--- src/rtl/stripes_ctrl_pkg.sv ---
`default_nettype none
// +--------------------------------------------------------------------------+
// | stripes_ctrl_pkg : shared types and helpers for the Stripes sequencer    |
// | Revision: 1.0                                                            |
// +--------------------------------------------------------------------------+
package stripes_ctrl_pkg;

  localparam int MAX_PREC = 8;
  localparam int PREC_W   = $clog2(MAX_PREC + 1);

  typedef enum logic [1:0] {
    ST_IDLE   = 2'd0,
    ST_STREAM = 2'd1,
    ST_DRAIN  = 2'd2
  } ctrl_state_e;

  // Zero or out-of-range precisions fall back to the full serial width.
  function automatic int clamp_prec(input int prec, input int max_prec);
    return ((prec == 0) || (prec > max_prec)) ? max_prec : prec;
  endfunction

endpackage
`default_nettype wire

--- src/rtl/weight_bit_serializer.sv ---
`default_nettype none
// +--------------------------------------------------------------------------+
// | weight_bit_serializer : active weight register, bit counter, lane mux    |
// | Revision: 1.0                                                            |
// +--------------------------------------------------------------------------+
module weight_bit_serializer #(
  parameter int DATA_WIDTH = 8,
  parameter int VEC_LENGTH = 16,
  parameter int PREC_W     = 4
) (
  input  logic                                  clk,
  input  logic                                  reset,
  input  logic                                  issue,
  input  logic                                  bypass,
  input  logic                                  reload,
  input  logic [VEC_LENGTH-1:0][DATA_WIDTH-1:0] load_data,
  input  logic [PREC_W-1:0]                     load_prec,
  output logic [VEC_LENGTH-1:0]                 w_bit,
  output logic                                  is_msb,
  output logic                                  last_bit
);

  localparam int IDX_W = $clog2(DATA_WIDTH);

  logic [VEC_LENGTH-1:0][DATA_WIDTH-1:0] data_q, data_d, src_data;
  logic [PREC_W-1:0]                     prec_q, prec_d, src_prec;
  logic [PREC_W-1:0]                     bidx_q, bidx_d, src_bidx;
  logic [IDX_W-1:0]                      bit_sel;

  // A bypass issues the MSB straight from the loading vector, so the
  // counter that gets stored is already one step past prec-1.
  always_comb begin
    src_data = bypass ? load_data : data_q;
    src_prec = bypass ? load_prec : prec_q;
    src_bidx = bypass ? (load_prec - PREC_W'(1)) : bidx_q;
    bit_sel  = IDX_W'(src_bidx);
    last_bit = issue && (src_bidx == '0);
    is_msb   = issue && (src_bidx == (src_prec - PREC_W'(1)));

    data_d = data_q;
    prec_d = prec_q;
    bidx_d = bidx_q;
    if (reload) begin
      data_d = load_data;
      prec_d = load_prec;
      bidx_d = load_prec - PREC_W'(1);
    end else if (issue) begin
      data_d = src_data;
      prec_d = src_prec;
      bidx_d = (src_bidx != '0) ? (src_bidx - PREC_W'(1)) : src_bidx;
    end
  end

  for (genvar j = 0; j < VEC_LENGTH; j++) begin : g_lane
    assign w_bit[j] = issue & src_data[j][bit_sel];
  end

  always_ff @(posedge clk) begin
    if (reset) begin
      data_q <= '0;
      prec_q <= '0;
      bidx_q <= '0;
    end else begin
      data_q <= data_d;
      prec_q <= prec_d;
      bidx_q <= bidx_d;
    end
  end

endmodule
`default_nettype wire

--- src/rtl/stripes_bit_serial_ctrl.sv ---
`default_nettype none
// +--------------------------------------------------------------------------+
// | stripes_bit_serial_ctrl : double-buffered bit-serial weight sequencer    |
// | Revision: 1.0                                                            |
// +--------------------------------------------------------------------------+
module stripes_bit_serial_ctrl #(
  parameter int DATA_WIDTH = 8,
  parameter int VEC_LENGTH = 16,
  parameter int MAX_PREC   = stripes_ctrl_pkg::MAX_PREC,
  parameter int PREC_W     = $clog2(MAX_PREC + 1)
) (
  input  logic                                  clk,
  input  logic                                  reset,
  input  logic                                  w_valid,
  output logic                                  w_ready,
  input  logic [VEC_LENGTH-1:0][DATA_WIDTH-1:0] w_data,
  input  logic [PREC_W-1:0]                     w_prec,
  input  logic                                  w_last,
  output logic                                  act_adv,
  output logic                                  mac_en,
  output logic                                  is_msb,
  output logic                                  delayed_is_msb,
  output logic [VEC_LENGTH-1:0]                 w_bit,
  output logic                                  res_valid,
  output logic                                  res_last,
  output logic                                  busy
);

  import stripes_ctrl_pkg::*;

  ctrl_state_e                           state_q, state_d;
  logic                                  shadow_full_q, shadow_full_d;
  logic [VEC_LENGTH-1:0][DATA_WIDTH-1:0] shadow_data_q, shadow_data_d;
  logic [PREC_W-1:0]                     shadow_prec_q, shadow_prec_d;
  logic                                  shadow_last_q, shadow_last_d;
  logic                                  active_last_q, active_last_d;
  logic                                  dmsb_q, dmsb_d;
  logic                                  pipe_v1_q, pipe_v1_d, pipe_l1_q, pipe_l1_d;
  logic                                  pipe_v2_q, pipe_v2_d, pipe_l2_q, pipe_l2_d;
  logic                                  issue, bypass, reload, drain, last_bit, cur_last;
  logic                                  handshake;

  weight_bit_serializer #(
    .DATA_WIDTH(DATA_WIDTH),
    .VEC_LENGTH(VEC_LENGTH),
    .PREC_W    (PREC_W)
  ) u_ser (
    .clk      (clk),
    .reset    (reset),
    .issue    (issue),
    .bypass   (bypass),
    .reload   (reload),
    .load_data(shadow_data_q),
    .load_prec(shadow_prec_q),
    .w_bit    (w_bit),
    .is_msb   (is_msb),
    .last_bit (last_bit)
  );

  always_comb begin
    w_ready   = !shadow_full_q;
    handshake = w_valid && !shadow_full_q;
    bypass    = (state_q == ST_IDLE) && shadow_full_q;
    issue     = bypass || (state_q == ST_STREAM);
    drain     = (state_q == ST_DRAIN);
    reload    = (state_q == ST_STREAM) && last_bit && shadow_full_q;
    cur_last  = bypass ? shadow_last_q : active_last_q;
    mac_en    = issue || drain;
    act_adv   = last_bit;
    busy      = (state_q != ST_IDLE) || shadow_full_q;

    state_d = state_q;
    case (state_q)
      ST_IDLE:   if (shadow_full_q) state_d = last_bit ? ST_DRAIN : ST_STREAM;
      ST_STREAM: if (last_bit && !shadow_full_q) state_d = ST_DRAIN;
      ST_DRAIN:  state_d = ST_IDLE;
      default:   state_d = ST_IDLE;
    endcase

    // Consume and refill never coincide: a handshake needs the shadow empty.
    shadow_full_d = shadow_full_q;
    shadow_data_d = shadow_data_q;
    shadow_prec_d = shadow_prec_q;
    shadow_last_d = shadow_last_q;
    if (bypass || reload) shadow_full_d = 1'b0;
    if (handshake) begin
      shadow_full_d = 1'b1;
      shadow_data_d = w_data;
      shadow_prec_d = PREC_W'(clamp_prec(int'(w_prec), MAX_PREC));
      shadow_last_d = w_last;
    end

    active_last_d = (bypass || reload) ? shadow_last_q : active_last_q;
    dmsb_d        = mac_en ? is_msb : dmsb_q;

    // Stage 2 clears on idle cycles so res_valid is a single-cycle pulse.
    pipe_v1_d = mac_en ? last_bit : pipe_v1_q;
    pipe_l1_d = mac_en ? cur_last : pipe_l1_q;
    pipe_v2_d = mac_en && pipe_v1_q;
    pipe_l2_d = mac_en ? pipe_l1_q : pipe_l2_q;

    delayed_is_msb = dmsb_q;
    res_valid      = pipe_v2_q;
    res_last       = pipe_v2_q && pipe_l2_q;
  end

  always_ff @(posedge clk) begin
    if (reset) begin
      state_q       <= ST_IDLE;
      shadow_full_q <= 1'b0;
      shadow_data_q <= '0;
      shadow_prec_q <= '0;
      shadow_last_q <= 1'b0;
      active_last_q <= 1'b0;
      dmsb_q        <= 1'b0;
      pipe_v1_q     <= 1'b0;
      pipe_l1_q     <= 1'b0;
      pipe_v2_q     <= 1'b0;
      pipe_l2_q     <= 1'b0;
    end else begin
      state_q       <= state_d;
      shadow_full_q <= shadow_full_d;
      shadow_data_q <= shadow_data_d;
      shadow_prec_q <= shadow_prec_d;
      shadow_last_q <= shadow_last_d;
      active_last_q <= active_last_d;
      dmsb_q        <= dmsb_d;
      pipe_v1_q     <= pipe_v1_d;
      pipe_l1_q     <= pipe_l1_d;
      pipe_v2_q     <= pipe_v2_d;
      pipe_l2_q     <= pipe_l2_d;
    end
  end

endmodule
`default_nettype wire

--- config.mk ---
export PLATFORM = sky130hd
export DESIGN_NAME = stripes_bit_serial_ctrl
export DESIGN_NICKNAME = d
export VERILOG_FILES = /design/src/rtl/stripes_ctrl_pkg.sv /design/src/rtl/weight_bit_serializer.sv /design/src/rtl/stripes_bit_serial_ctrl.sv
export SDC_FILE = /design/constraint.sdc
export NUM_CORES = 1
export LEC_CHECK = 0
export CORE_ASPECT_RATIO = 1.1
export CORE_MARGIN = 3
export CORE_UTILIZATION = 61
export CTS_BUF_LIST = sky130_fd_sc_hd__clkbuf_4
export CTS_CLUSTER_SIZE = 12
export DETAILED_ROUTE_END_ITERATION = 16
export GPL_TIMING_DRIVEN = 0
export PLACE_DENSITY = 0.87
export SYNTH_ARGS = -nofsm -noshare
export SYNTH_HDL_FRONTEND = slang
export SYNTH_SLANG_ARGS = --single-unit
--- constraint.sdc ---
create_clock -name clk -period 11.6 [get_ports clk]
set_input_delay 2.9 -clock clk [delete_from_list [all_inputs] [get_ports clk]]
set_output_delay 2.9 -clock clk [all_outputs]
set_load 0.02 [all_outputs]
==> flow_summary_export.csv <==
group,metric,value,unit
layout,post-route-util,77.6,%
yosys,ys_seq_area_share,47.3,%
pwr,switchingPower,717,uW
pwr,powerDensity,159,nW/um^2
yosys,synth_warnings,0,
worst_setup_path,r2r_setup_slack,6.85,ns
outcome,status,"completed",
global_route,grt.total_usage,32.3,%
worst_setup_path,r2r-end,"u_ser.data_q[97]$_SDFFE_PP0P_",
pwr,p_int,1.58,mW
floorplanning,rows,52,
clock_tree,htree_levels,3,
pwr,pwr-share-comb,20.1,%
place,io_buffers,158,
routing,drt_pre_antenna_iters,6,
pwr,p_leak,5.07,nW
clock_tree,cts_made_buffers,69,
layout,nFillCells,1282,
clock_tree,cts_buffer_depth,3,
global_route,antenna_found_initial,1,
routing,drtIter0Drc,1310,
yosys,synth_flop_cell,"dfxtp_1",
floorplanning,core,18700,um^2
routing,vias,11500,
layout,drive_gt1_share,10.9,%
pwr,p_clk_share,34.5,%
layout,final_cell_area,14500,um^2
clock_tree,path_clk_slew,0.06,ns
clock_tree,clock_sinks,278,
yosys,synth_top_family_by_area,"simple AND/OR/NAND/NOR gates",
run,drv_cap,0,
global_route,grt.overflow.total,0,
global_route,grt_max_degree,11,
routing,wl,34.8,mm
timing,finalSetupTns,0,ns
place,dpl.hpwl,23.8,mm
yosys,yosys.area_share.simple,19.5,%
yosys,synthArstFlopShare,0,%
timing,fin_hold_ws,0.453,ns
worst_setup_path,worstPathMaxFanout,10,
timing,setup_viol,0,
worst_setup_path,start_kind,"flip-flop",
timing,fmax,121,MHz
clock_tree,holdBufCountCts,0,
routing,post_drt_wl_per_cell,18.1,um
layout,nNetsFinal,1774,
yosys,synth.mux.area_fraction,12.8,%
yosys,synth_seq_cells,278,
timing,rsz0062_at_grt,"false",
timing,slew_violations,0,
layout,regArea,5570,um^2
place,placed_area,13700,um^2
timing,worst_slew_pin_slew,1.24,ns
yosys,yosys.area_share.adder,0.319,%
timing,min_period_over_period,71.5,%
worst_setup_path,endpoint_kind,"primary output",
floorplanning,io-pin-count,160,
clock_tree,clock_latency,0.70,ns
yosys,synth-compound-area-share,15.3,%
clock_tree,cts_tree,"done",
yosys,yosysUniqueCellTypes,42,
routing,viasPerCell,5.96,
yosys,synthXorXnorAreaFrac,0.659,%
worst_hold_path,hold_class,"reg -> reg",
clock_tree,cts_root_buf,"clkbuf_4",
routing,ant_nets,0,
clock_tree,post_cts_buffers,0,
global_route,first_global_vias,11100,
floorplanning,die_y,152,um
pwr,irDropWorstVdd,0.0000937,V
timing,period_needed,8.29,ns
floorplanning,die_x,138,um
yosys,synth_area,11800,um^2
worst_setup_path,critPathRequiredTime,8.70,ns
global_route,grt_first_pass_wirelength,54.4,mm
worst_setup_path,reg2reg_depth,14,
worst_setup_path,crit_start,"shadow_prec_q[0]$_SDFFE_PP0P_",
clock_tree,ctsResizeCount,0,
layout,multiInputGateArea,5720,um^2
place,gp_congestion,0.922,
yosys,synth_nets,1545,
yosys,syn_inst,1406,
worst_setup_path,worstSetupEndpoint,"w_bit[12]",
layout,final_common_cell,"nand2_1",
layout,syn_to_final_growth,23.1,%
timing,timing.slew.headroom,16.6,%
layout,layout_common_cells,"nand2_1, dfxtp_1, a21oi_1",
worst_setup_path,critPathKind,"reg -> out",
timing,finalHoldViolCount,0,
yosys,synth-edff-count,0,
worst_setup_path,regToRegStartpoint,"shadow_prec_q[0]$_SDFFE_PP0P_",
routing,drc,0,
floorplanning,start_util,63.1,%
pwr,pwr-share-seq,45.3,%
timing,skew,0.0484,ns
worst_setup_path,cp.arrival,5.39,ns
floorplanning,dieArea,21000,um^2
pwr,sw_frac_of_total,31.1,%
yosys,avgSynthCellArea,8.38,um^2
## how the worst min path moves through the flow
stage	from	end	slack [ns]	cells after the start
after floorplan	u_ser.data_q[23]$_SDFFE_PP0P_	u_ser.data_q[23]$_SDFFE_PP0P_	0.43	2
after global placement	pipe_l1_q$_SDFFE_PP0N_	pipe_l2_q$_SDFFE_PP0N_	0.44	2
after detailed placement	u_ser.data_q[90]$_SDFFE_PP0P_	u_ser.data_q[90]$_SDFFE_PP0P_	0.45	2
after CTS	shadow_data_q[120]$_SDFFE_PP0P_	u_ser.data_q[120]$_SDFFE_PP0P_	0.45	2
after global routing	u_ser.data_q[49]$_SDFFE_PP0P_	u_ser.data_q[49]$_SDFFE_PP0P_	0.47	2
final	u_ser.data_q[117]$_SDFFE_PP0P_	u_ser.data_q[117]$_SDFFE_PP0P_	0.45	2
## routing by layer
metal	GRT usage [%]	wire length, um	vias to the layer above
met1	38.9	13000	5356
met5	0	0	-
met2	54.5	16600	713
li1	-	-	5261
met4	16.5	1600	0
met3	7.85	3670	150
## area by class of cell
cell class	count	area share, %
well taps	243	2.10
inverters	8	0.207
repair buffers	158	10.9
clock inverters	18	0.501
diodes	1	0.0173
clock buffers	101	5.23
flip-flops and latches	278	38.4
plain buffers	117	3.22
multi-input cells	1003	39.4
## registers in the layout, indices dropped and copies added (netlist names), 2 cells and up
register	flops
u_ser.bidx_q	4
shadow_prec_q	4
u_ser.data_q	128
state_q	2
shadow_data_q	128
u_ser.prec_q	4
## per-stage QoR
| step | std cells | setup slack [ns] | total power [mW] |
|---|---|---|---|
| 6_report | 1927 | 3.31 | 2.30 |
| 2_1_floorplan | 1406 | 5.62 | 1.34 |
| 4_1_cts | 1926 | 3.41 | 2.29 |
| 3_5_place_dp | 1807 | 4.09 | 1.51 |
| 3_3_place_gp | 1807 | 4.13 | 1.50 |
| 5_1_grt | 1927 | 3.10 | 2.38 |
## cells by family after synthesis
kind of cell / Yosys count
buf+inv: 125
flops: 278
simple gates: 587
xor+xnor: 8
fa+ha+maj: 3
mux: 70
compound gates: 335
## Yosys cell counts, types with 4 or more instances
master / n / share of area [%]
xnor2_1: 4 / 0.30
clkbuf_1: 97 / 3.1
a21oi_1: 269 / 11
nor2_1: 16 / 0.51
nand2b_1: 4 / 0.21
nand2_1: 537 / 17
dfxtp_1: 278 / 47
inv_1: 7 / 0.22
buf_2: 4 / 0.17
buf_1: 11 / 0.35
nor3_1: 5 / 0.21
o21ai_0: 11 / 0.47
o21ai_1: 10 / 0.42
a22oi_1: 32 / 2.0
nand3_1: 5 / 0.21
mux4_2: 64 / 12
mux2i_1: 5 / 0.42
buf_4: 4 / 0.25
## power by group through the flow
stage | registers, mW | clock network [mW] | logic [mW]
after floorplan | 1.05 | 0 | 0.286
after global routing | 1.05 | 0.840 | 0.493
after detailed placement | 1.06 | 0 | 0.452
final | 1.04 | 0.795 | 0.463
after global placement | 1.06 | 0 | 0.439
after CTS | 1.04 | 0.794 | 0.454
## worst max-delay path: stages, from the launching register on
cell and delay (ns):
dfxtp_1 0.30, clkbuf_1 0.23, inv_2 0.36, buf_2 0.52, ha_1 0.31, xor2_2 0.28
mux2i_2 0.77, buf_4 0.40, buf_4 0.28, mux4_2 0.33, a22oi_1 0.18, o21ai_0 0.16
clkdlybuf4s50_1 0.59
No activity file was read; power rests on OpenSTA's default activity.
